File: src/rtl/i2c_slave_regs.sv
// I2C target with a small register file, run from the system clock by sampling SCL/SDA.
// The bus side and a host port share the registers; a bus write wins a same-index collision.
module i2c_slave_regs #(
  parameter logic [6:0] SLAVE_ADDRESS = 7'h68,
  parameter int         NUM_REGS      = 16,
  localparam int        PW            = $clog2(NUM_REGS)
) (
  input  logic          clk,
  input  logic          reset_n,
  input  logic          scl_in,
  input  logic          sda_in,
  output logic          sda_out,
  input  logic [PW-1:0] host_addr,
  input  logic [7:0]    host_wdata,
  input  logic          host_we,
  output logic [7:0]    host_rdata,
  output logic          wr_strobe,
  output logic [PW-1:0] wr_index,
  output logic          busy,
  output logic [2:0]    status
);

  typedef enum logic [2:0] {
    IDLE     = 3'd0,
    ADDR     = 3'd1,
    ADDR_ACK = 3'd2,
    RX_BYTE  = 3'd3,
    RX_ACK   = 3'd4,
    TX_BYTE  = 3'd5,
    TX_ACK   = 3'd6,
    IGNORE   = 3'd7
  } state_t;

  state_t        state, state_d;
  logic [3:0]    bit_cnt, bit_cnt_d;
  logic [7:0]    shift, shift_d;
  logic          sda_d, busy_d;
  logic [PW-1:0] ptr, ptr_d;
  logic          first, first_d;
  logic          rw, rw_d;
  logic          bus_we;
  logic [7:0]    regs [NUM_REGS];

  logic scl_s1, scl_s2, scl_s3;
  logic sda_s1, sda_s2, sda_s3;
  logic scl_rise, scl_fall, start, stop;

  always_ff @(posedge clk or negedge reset_n) begin
    if (!reset_n) begin
      {scl_s1, scl_s2, scl_s3} <= 3'b111;
      {sda_s1, sda_s2, sda_s3} <= 3'b111;
    end else begin
      {scl_s1, scl_s2, scl_s3} <= {scl_in, scl_s1, scl_s2};
      {sda_s1, sda_s2, sda_s3} <= {sda_in, sda_s1, sda_s2};
    end
  end

  assign scl_rise = scl_s2 & ~scl_s3;
  assign scl_fall = ~scl_s2 & scl_s3;
  assign start    = scl_s2 & scl_s3 & sda_s3 & ~sda_s2;
  assign stop     = scl_s2 & scl_s3 & ~sda_s3 & sda_s2;
  assign status   = state;

  always_comb begin
    state_d   = state;
    bit_cnt_d = bit_cnt;
    shift_d   = shift;
    sda_d     = sda_out;
    ptr_d     = ptr;
    first_d   = first;
    rw_d      = rw;
    busy_d    = busy;
    bus_we    = 1'b0;
    // START/STOP override any bit activity seen in the same clock.
    if (start) begin
      sda_d     = 1'b1;
      bit_cnt_d = 4'd0;
      state_d   = ADDR;
    end else if (stop) begin
      sda_d   = 1'b1;
      busy_d  = 1'b0;
      state_d = IDLE;
    end else begin
      case (state)
        ADDR: begin
          if (scl_rise) begin
            shift_d   = {shift[6:0], sda_s2};
            bit_cnt_d = bit_cnt + 4'd1;
          end else if (scl_fall && bit_cnt == 4'd8) begin
            if (shift[7:1] == SLAVE_ADDRESS) begin
              sda_d   = 1'b0;
              rw_d    = shift[0];
              busy_d  = 1'b1;
              state_d = ADDR_ACK;
            end else begin
              busy_d  = 1'b0;
              state_d = IGNORE;
            end
          end
        end
        ADDR_ACK: begin
          if (scl_fall) begin
            bit_cnt_d = 4'd0;
            if (!rw) begin
              sda_d   = 1'b1;
              first_d = 1'b1;
              state_d = RX_BYTE;
            end else begin
              shift_d = regs[ptr];
              sda_d   = regs[ptr][7];
              state_d = TX_BYTE;
            end
          end
        end
        RX_BYTE: begin
          if (scl_rise) begin
            shift_d   = {shift[6:0], sda_s2};
            bit_cnt_d = bit_cnt + 4'd1;
          end else if (scl_fall && bit_cnt == 4'd8) begin
            sda_d     = 1'b0;
            bit_cnt_d = 4'd0;
            state_d   = RX_ACK;
            // The first byte after the address selects the register pointer.
            if (first) begin
              ptr_d   = shift[PW-1:0];
              first_d = 1'b0;
            end else begin
              bus_we = 1'b1;
              ptr_d  = ptr + 1'b1;
            end
          end
        end
        RX_ACK: begin
          if (scl_fall) begin
            sda_d   = 1'b1;
            state_d = RX_BYTE;
          end
        end
        TX_BYTE: begin
          if (scl_rise) begin
            bit_cnt_d = bit_cnt + 4'd1;
          end else if (scl_fall) begin
            if (bit_cnt == 4'd8) begin
              sda_d     = 1'b1;
              bit_cnt_d = 4'd0;
              ptr_d     = ptr + 1'b1;
              state_d   = TX_ACK;
            end else begin
              sda_d   = shift[6];
              shift_d = {shift[6:0], 1'b0};
            end
          end
        end
        TX_ACK: begin
          if (scl_rise && sda_s2) begin
            state_d = IGNORE;
          end else if (scl_fall) begin
            shift_d   = regs[ptr];
            sda_d     = regs[ptr][7];
            bit_cnt_d = 4'd0;
            state_d   = TX_BYTE;
          end
        end
        IGNORE:  sda_d = 1'b1;
        default: sda_d = 1'b1;
      endcase
    end
  end

  always_ff @(posedge clk or negedge reset_n) begin
    if (!reset_n) begin
      state     <= IDLE;
      bit_cnt   <= 4'd0;
      shift     <= 8'd0;
      sda_out   <= 1'b1;
      ptr       <= '0;
      first     <= 1'b0;
      rw        <= 1'b0;
      busy      <= 1'b0;
      wr_strobe <= 1'b0;
      wr_index  <= '0;
    end else begin
      state     <= state_d;
      bit_cnt   <= bit_cnt_d;
      shift     <= shift_d;
      sda_out   <= sda_d;
      ptr       <= ptr_d;
      first     <= first_d;
      rw        <= rw_d;
      busy      <= busy_d;
      wr_strobe <= bus_we;
      if (bus_we) wr_index <= ptr;
    end
  end

  // Host writes first so a bus commit to the same index overrides it.
  always_ff @(posedge clk or negedge reset_n) begin
    if (!reset_n) begin
      for (int i = 0; i < NUM_REGS; i++) regs[i] <= 8'd0;
      host_rdata <= 8'd0;
    end else begin
      if (host_we) regs[host_addr] <= host_wdata;
      if (bus_we)  regs[ptr]       <= shift;
      host_rdata <= regs[host_addr];
    end
  end

endmodule

File: config.mk
export PLATFORM = sky130hd
export DESIGN_NAME = i2c_slave_regs
export DESIGN_NICKNAME = d
export VERILOG_FILES = /design/src/rtl/i2c_slave_regs.sv
export SDC_FILE = /design/constraint.sdc
export NUM_CORES = 1
export LEC_CHECK = 0
export CORE_UTILIZATION = 40
export DETAILED_ROUTE_END_ITERATION = 7
export GPL_ROUTABILITY_DRIVEN = 0
export SYNTH_ARGS = -nofsm -noshare
export SYNTH_HDL_FRONTEND = slang
export SYNTH_SLANG_ARGS = --single-unit
File: constraint.sdc
create_clock -name clk -period 6.7 [get_ports clk]
set_clock_uncertainty 0.1 [all_clocks]
set_input_delay 1.34 -clock clk [delete_from_list [all_inputs] [get_ports clk]]
set_output_delay 1.34 -clock clk [all_outputs]
set_load 0.01 [all_outputs]
### After elaboration in Yosys (flattened, before gate mapping)

Cells that the tools add are included.

| cells by class | value |
|---|---|
| add/sub/neg operators | 2 |
| reductions and logical operators | 20 |
| equal/unequal tests | 40 |
| mux-type cells | 87 |
| bitwise gates (word level) | 16 |
| $lt $le $gt $ge | 4 |

Operators with widths:

| cell | count |
|---|---|
| $bwmux 128 | 2 |
| $mux 128 | 2 |
| $mux 8 | 14 |
| $bmux 8 s4 | 2 |
| $demux 8 s4 | 2 |
| $mux 4 | 16 |
| $ne 4x4->1 const B | 15 |
| $mux 3 | 15 |
| $reduce_and 11->1 | 3 |
| $pmux 8 s4 | 1 |
| $mux 1 | 28 |
| $ne 2x2->1 const B | 12 |
| $pmux 4 s5 | 1 |
| $pmux 3 s6 | 1 |
| $reduce_and 7->1 | 2 |
| $ge 5x5->1 const B | 2 |
| $lt 5x1->1 const B | 2 |
| $not 4->5 | 2 |
| $eq 3x3->1 const B | 3 |
| $add 4x1->4 const B | 2 |
| $pmux 4 s2 | 1 |
| $reduce_and 8->1 | 1 |
| $reduce_bool 2->1 | 4 |
| $reduce_bool 8->1 | 1 |
| 17 further kinds | 35 |

| storage, ports and cells | value |
|---|---|
| logic and storage cells | 202 |
| input port bits | 17 |
| bits in registers | 170 |

### Longest topological paths before layout

| depth | value |
|---|---|
| depth in word-level cells | 9 |
| gate-level depth with buffers | 10 |
| depth with buffers taken out | 7 |

### Least setup slack after synthesis

No wires, ideal clock.

| timing path | value |
|---|---|
| path kind | input to register |
| from | input host_addr[0] |
| to | register host_rdata[0] |
| library setup time | 0.138 ns |
| path slack | 3.708 ns |
| buffers on the path | 2 |
| required time | 6.462 ns |
| cell stages on the path | 4 |
| arrival | 2.754 ns |
| path through | buf_2 buf_2 mux4_2 mux4_2 |

| on the way | value |
|---|---|
| longest elaborated chain between the ends | 4 |

RTL lines:

| what | line | text |
|---|---|---|
| start, declared | 13 | `input logic [PW-1:0] host_addr,` |
| $not 4->5 (implied by the code) | 204 | `host_rdata <= regs[host_addr];` |
| $bmux 8 s4 | 204 |  |
| $mux 8 (implied by the code) (2 in a row) | 204 |  |
| end signal, assigned | 204 |  |
| end, declared | 16 | `output logic [7:0] host_rdata,` |

Every way passes these cells. The select of a mux whose other input is x is not followed.
A chain may end at the register's enable or synchronous reset.

### Final worst setup path

| timing path | value |
|---|---|
| from | input host_addr[2] |
| to | register regs[2] (netlist bit) |

| on the way | value |
|---|---|
| longest elaborated chain between the ends | 9 |
| elaborated cells between the ends (all ways) | 10 |

RTL lines:

| what | line | text |
|---|---|---|
| $not 4->5 (implied by the code) * | 202 | `if (host_we) regs[host_addr] <= host_wdata;` |
| $ge 5x5->1 (implied by the code) or $lt 5x1->1 (tied branches) | 202 |  |
| $logic_and 1x1->1 (implied by the code) | 202 |  |
| $mux 8 (implied by the code) | 202 |  |
| $demux 8 s4 * | 202 |  |
| $bwmux 128 * | 202 |  |
| $mux 128 * | 202 |  |
| $bwmux 128 | 203 | `if (bus_we) regs[ptr] <= shift;` |
| $mux 128 * | 203 |  |
| end signal, assigned by index | 202 |  |
| end signal, assigned by index | 203 |  |
| end, declared | 42 | `logic [7:0] regs [NUM_REGS];` |

Every way passes the cells marked *; elsewhere a longest branch is shown, timed or not.

==> flow_metrics.py <==
metrics = {
    "hold_path": {
        "hold_path.class": "register to register",
    },
    "placement": {
        "preCtsSetupSlack_ns": 2.45,
        "dp_cells": 1262,
        "port_buffers": 34,
        "place_hpwl_microns": 19500,
    },
    "layout": {
        "fin_cells": 1293,
        "utilization_pct": 45.6,
        "nets": 978,
        "insertedDiodeCount": 0,
        "drive_above_1_share_pct": 16.4,
        "area_growth_syn_to_layout_pct": 10.6,
    },
    "drt": {
        "via_per_inst": 5.97,
        "drtIter0Drc": 753,
        "wirelength_microns": 29300,
        "drt_first_pass_iters": 5,
        "vias": 7720,
        "route.detailed.drc": 0,
        "wire_per_inst_microns": 22.7,
        "ant_nets": 0,
    },
    "setup_path": {
        "critPathMaxFanout": 18,
        "worstSetupStartpointType": "input port",
        "critical_path_arrival_ns": 4.00,
        "crit_type": "input port to register",
        "worst_setup_path_end_kind": "register",
        "crit_required_ns": 6.88,
    },
    "pwr": {
        "p_per_area_nw_per_um2": 339,
        "ir_drop_mv": 0.205,
        "cellLeakagePower_nw": 4.33,
    },
    "sta": {
        "fin_ws_ns": 2.88,
        "clock.fmax_mhz": 262,
        "slew_headroom_pct": 22.3,
        "tightest_slew_ns": 1.16,
        "post-route-period-util_pct": 57.0,
        "tns_ns": 0,
        "setup_viol": 0,
        "hold_viol_final": 0,
        "maxSlewViolCount": 0,
        "post-route-min-period_ns": 3.82,
        "rsz0062_at_grt": "false",
    },
    "yosys": {
        "synth_xor_area_share_pct": 0.167,
        "synthAdderAreaFrac_pct": 1.08,
        "ys_types": 66,
        "avgSynthCellArea_sq_um": 10.8,
        "syn_inst": 970,
        "syn_nets": 996,
        "synth_compound_area_share_pct": 11.3,
        "ys_ff_latch": 170,
        "synthSimpleGateAreaFrac_pct": 13.0,
        "async_flop_share_pct": 100,
        "synth.mux.area_fraction_pct": 29.5,
        "netlist_area_sq_um": 10500,
        "synth_top_family_by_area": "multiplexers",
        "yosysSeqAreaShare_pct": 40.7,
        "synth_edf_count": 0,
        "ys_warn_count": 0,
        "synthFlopType": "dfrtp_1",
    },
    "clock_tree": {
        "cts-htree-levels": 4,
        "cts-root-buf": "clkbuf_16",
        "cts_tree": "done",
        "hold_buffers": 0,
        "clk_latency_ns": 0.44,
        "post_cts_buffers": 0,
        "clock_path_buffers": 2,
        "clk_pin_slew_ns": 0.07,
        "cts_sinks": 170,
        "cts_resized": 0,
        "cts_buffers": 17,
    },
    "die": {
        "coreArea_sq_um": 25400,
        "rows": 58,
        "die_w_microns": 164,
        "die_h_microns": 164,
        "io_pins": 35,
        "die-area_sq_um": 26800,
        "initial_core_util_pct": 41.2,
    },
    "run": {
        "cap_violations": 0,
    },
    "global_routing": {
        "grt_start_max_net_pins": 61,
        "grt_pass1_wl_microns": 46300,
        "antenna_found_initial": 0,
        "grt_pass1_vias": 7502,
        "gr-total-overflow": 0,
        "gr-usage-all-layers_pct": 23.4,
    },
    "outcome": {
        "status": "completed",
    },
}
where the power goes:
| group | internal (mW) | total (mW) | switching [mW] |
|---|---|---|---|
| Sequential | 1.28 | 1.71 | 0.429 |
| Clock | 0.663 | 1.10 | 0.435 |
| Combinational | 0.592 | 1.12 | 0.531 |
| Total | 2.53 | 3.93 | 1.40 |
Yosys cell counts (2+ instances only):
| library cell | instances | area, sq um |
|---|---|---|
| a211oi_1 | 3 | 22.5 |
| a21oi_1 | 5 | 25.0 |
| a22oi_1 | 13 | 97.6 |
| a31oi_1 | 5 | 31.3 |
| and2_1 | 3 | 18.8 |
| and3_1 | 2 | 12.5 |
| buf_1 | 6 | 22.5 |
| buf_2 | 34 | 170 |
| buf_4 | 6 | 45.0 |
| clkbuf_1 | 36 | 135 |
| dfrtp_1 | 163 | 4080 |
| dfstp_2 | 7 | 184 |
| ha_1 | 9 | 113 |
| inv_1 | 16 | 60.1 |
| mux2_2 | 13 | 146 |
| mux2i_1 | 143 | 1430 |
| mux4_2 | 67 | 1510 |
| nand2_1 | 160 | 601 |
| nand2b_1 | 12 | 75.1 |
| nand3_1 | 11 | 55.1 |
| nand3b_1 | 7 | 52.6 |
| nand4_1 | 2 | 12.5 |
| nor2_1 | 25 | 93.8 |
| nor2_2 | 2 | 12.5 |
| nor2b_1 | 4 | 25.0 |
| nor3_1 | 4 | 20.0 |
| nor3_2 | 4 | 40.0 |
| nor3_4 | 8 | 130 |
| nor3b_1 | 5 | 37.5 |
| nor4_2 | 3 | 37.5 |
| o211a_1 | 2 | 20.0 |
| o211ai_1 | 7 | 52.6 |
| o21ai_0 | 127 | 636 |
| o21ai_1 | 16 | 80.1 |
| o221ai_1 | 2 | 17.5 |
| o22a_1 | 3 | 26.3 |
| o22ai_1 | 3 | 18.8 |
| or3_1 | 4 | 25.0 |
cell families after synthesis:
| group | after synthesis |
|---|---|
| AOI/OAI and AO/OA | 200 |
| xor gates and xnor gates | 2 |
| adders and majority gates | 9 |
| buffers and inverters | 100 |
| DFF | 170 |
| muxes | 223 |
| and+or+nand+nor | 266 |
routing by layer:
layer	vias up	share of wire [%]	track usage [%]
met4	0	2.2	7.83
met5	-	0	0
met3	43	6.5	4.04
met1	3846	45	33.7
met2	315	46	35.7
li1	3516	-	-
metrics by stage:
stage	cell area, sq um	hold slack, ns	total power [mW]
global route	11600	0.259	4.15
floorplan	10500	0.245	2.43
finish	11600	0.256	3.93
CTS	11600	0.257	3.94
detailed placement	10900	0.247	2.83
global placement	10900	0.246	2.80
layout by cell type, fill, tap and decap left out, drive strengths merged, types with 2 or more instances in the layout:
master,netlist,final
or3,4,4
buf,47,16
mux2i,143,143
nand3,11,11
o22ai,4,4
nor2,27,27
clkdlybuf4s50,0,31
inv,16,20
nand2,160,160
nor2b,6,6
mux2,13,13
o211a,2,2
a21boi,2,2
o221ai,2,2
dfstp,7,7
a211oi,3,3
nor3b,5,5
nand2b,12,12
a22oi,13,13
bufinv,0,5
clkbuf,37,17
ha,9,9
nand3b,7,7
and2,3,3
a31oi,5,5
clkinvlp,0,3
o211ai,7,7
dfrtp,163,163
a21oi,5,5
nor3,16,16
and3,2,2
o21ai,143,143
mux4,67,67
nand4,2,2
nor4,5,5
o22a,3,3
registers in the layout (all words and copies together) (netlist names):
| register | cells |
|---|---|
| wr_strobe | 1 |
| busy | 1 |
| wr_index | 4 |
| scl_s2 | 1 |
| scl_s3 | 1 |
| first | 1 |
| sda_out | 1 |
| sda_s1 | 1 |
| sda_s2 | 1 |
| bit_cnt | 4 |
| host_rdata | 8 |
| ptr | 4 |
| scl_s1 | 1 |
| rw | 1 |
| sda_s3 | 1 |
| shift | 8 |
| status | 3 |
| regs | 128 |
path summary, 6_finish.rpt:
check	start	endpoint	slack, ns	depth (start not counted)
setup / recovery	host_addr[2]	regs[2]	2.88	5
setup reg to reg	scl_s3	regs[82]	3.60	6
hold reg to reg	sda_s1	sda_s2	0.26	0
min in group asynchronous	reset_n	regs[28]	0.73	1
hold / removal	sda_s1	sda_s2	0.26	0
max in group asynchronous	reset_n	ptr[1]	4.45	2
area by class of cell:
type	count	area (sq um)
Fill cell	2366	13800
Multi-Input combinational cell	700	5760
Sequential cell	170	4260
Timing Repair Buffer	47	433
Clock buffer	17	425
Tap cell	330	413
Clock inverter	13	216
Inverter	16	60.1
worst max-delay path, stage by stage:
cell             delay (ns)
clkdlybuf4s50_1        1.14
nand2_1                0.20
nor2_1                 0.92
mux2i_1                0.27
o21ai_0                0.12
No activity file was read; power rests on OpenSTA's default activity.
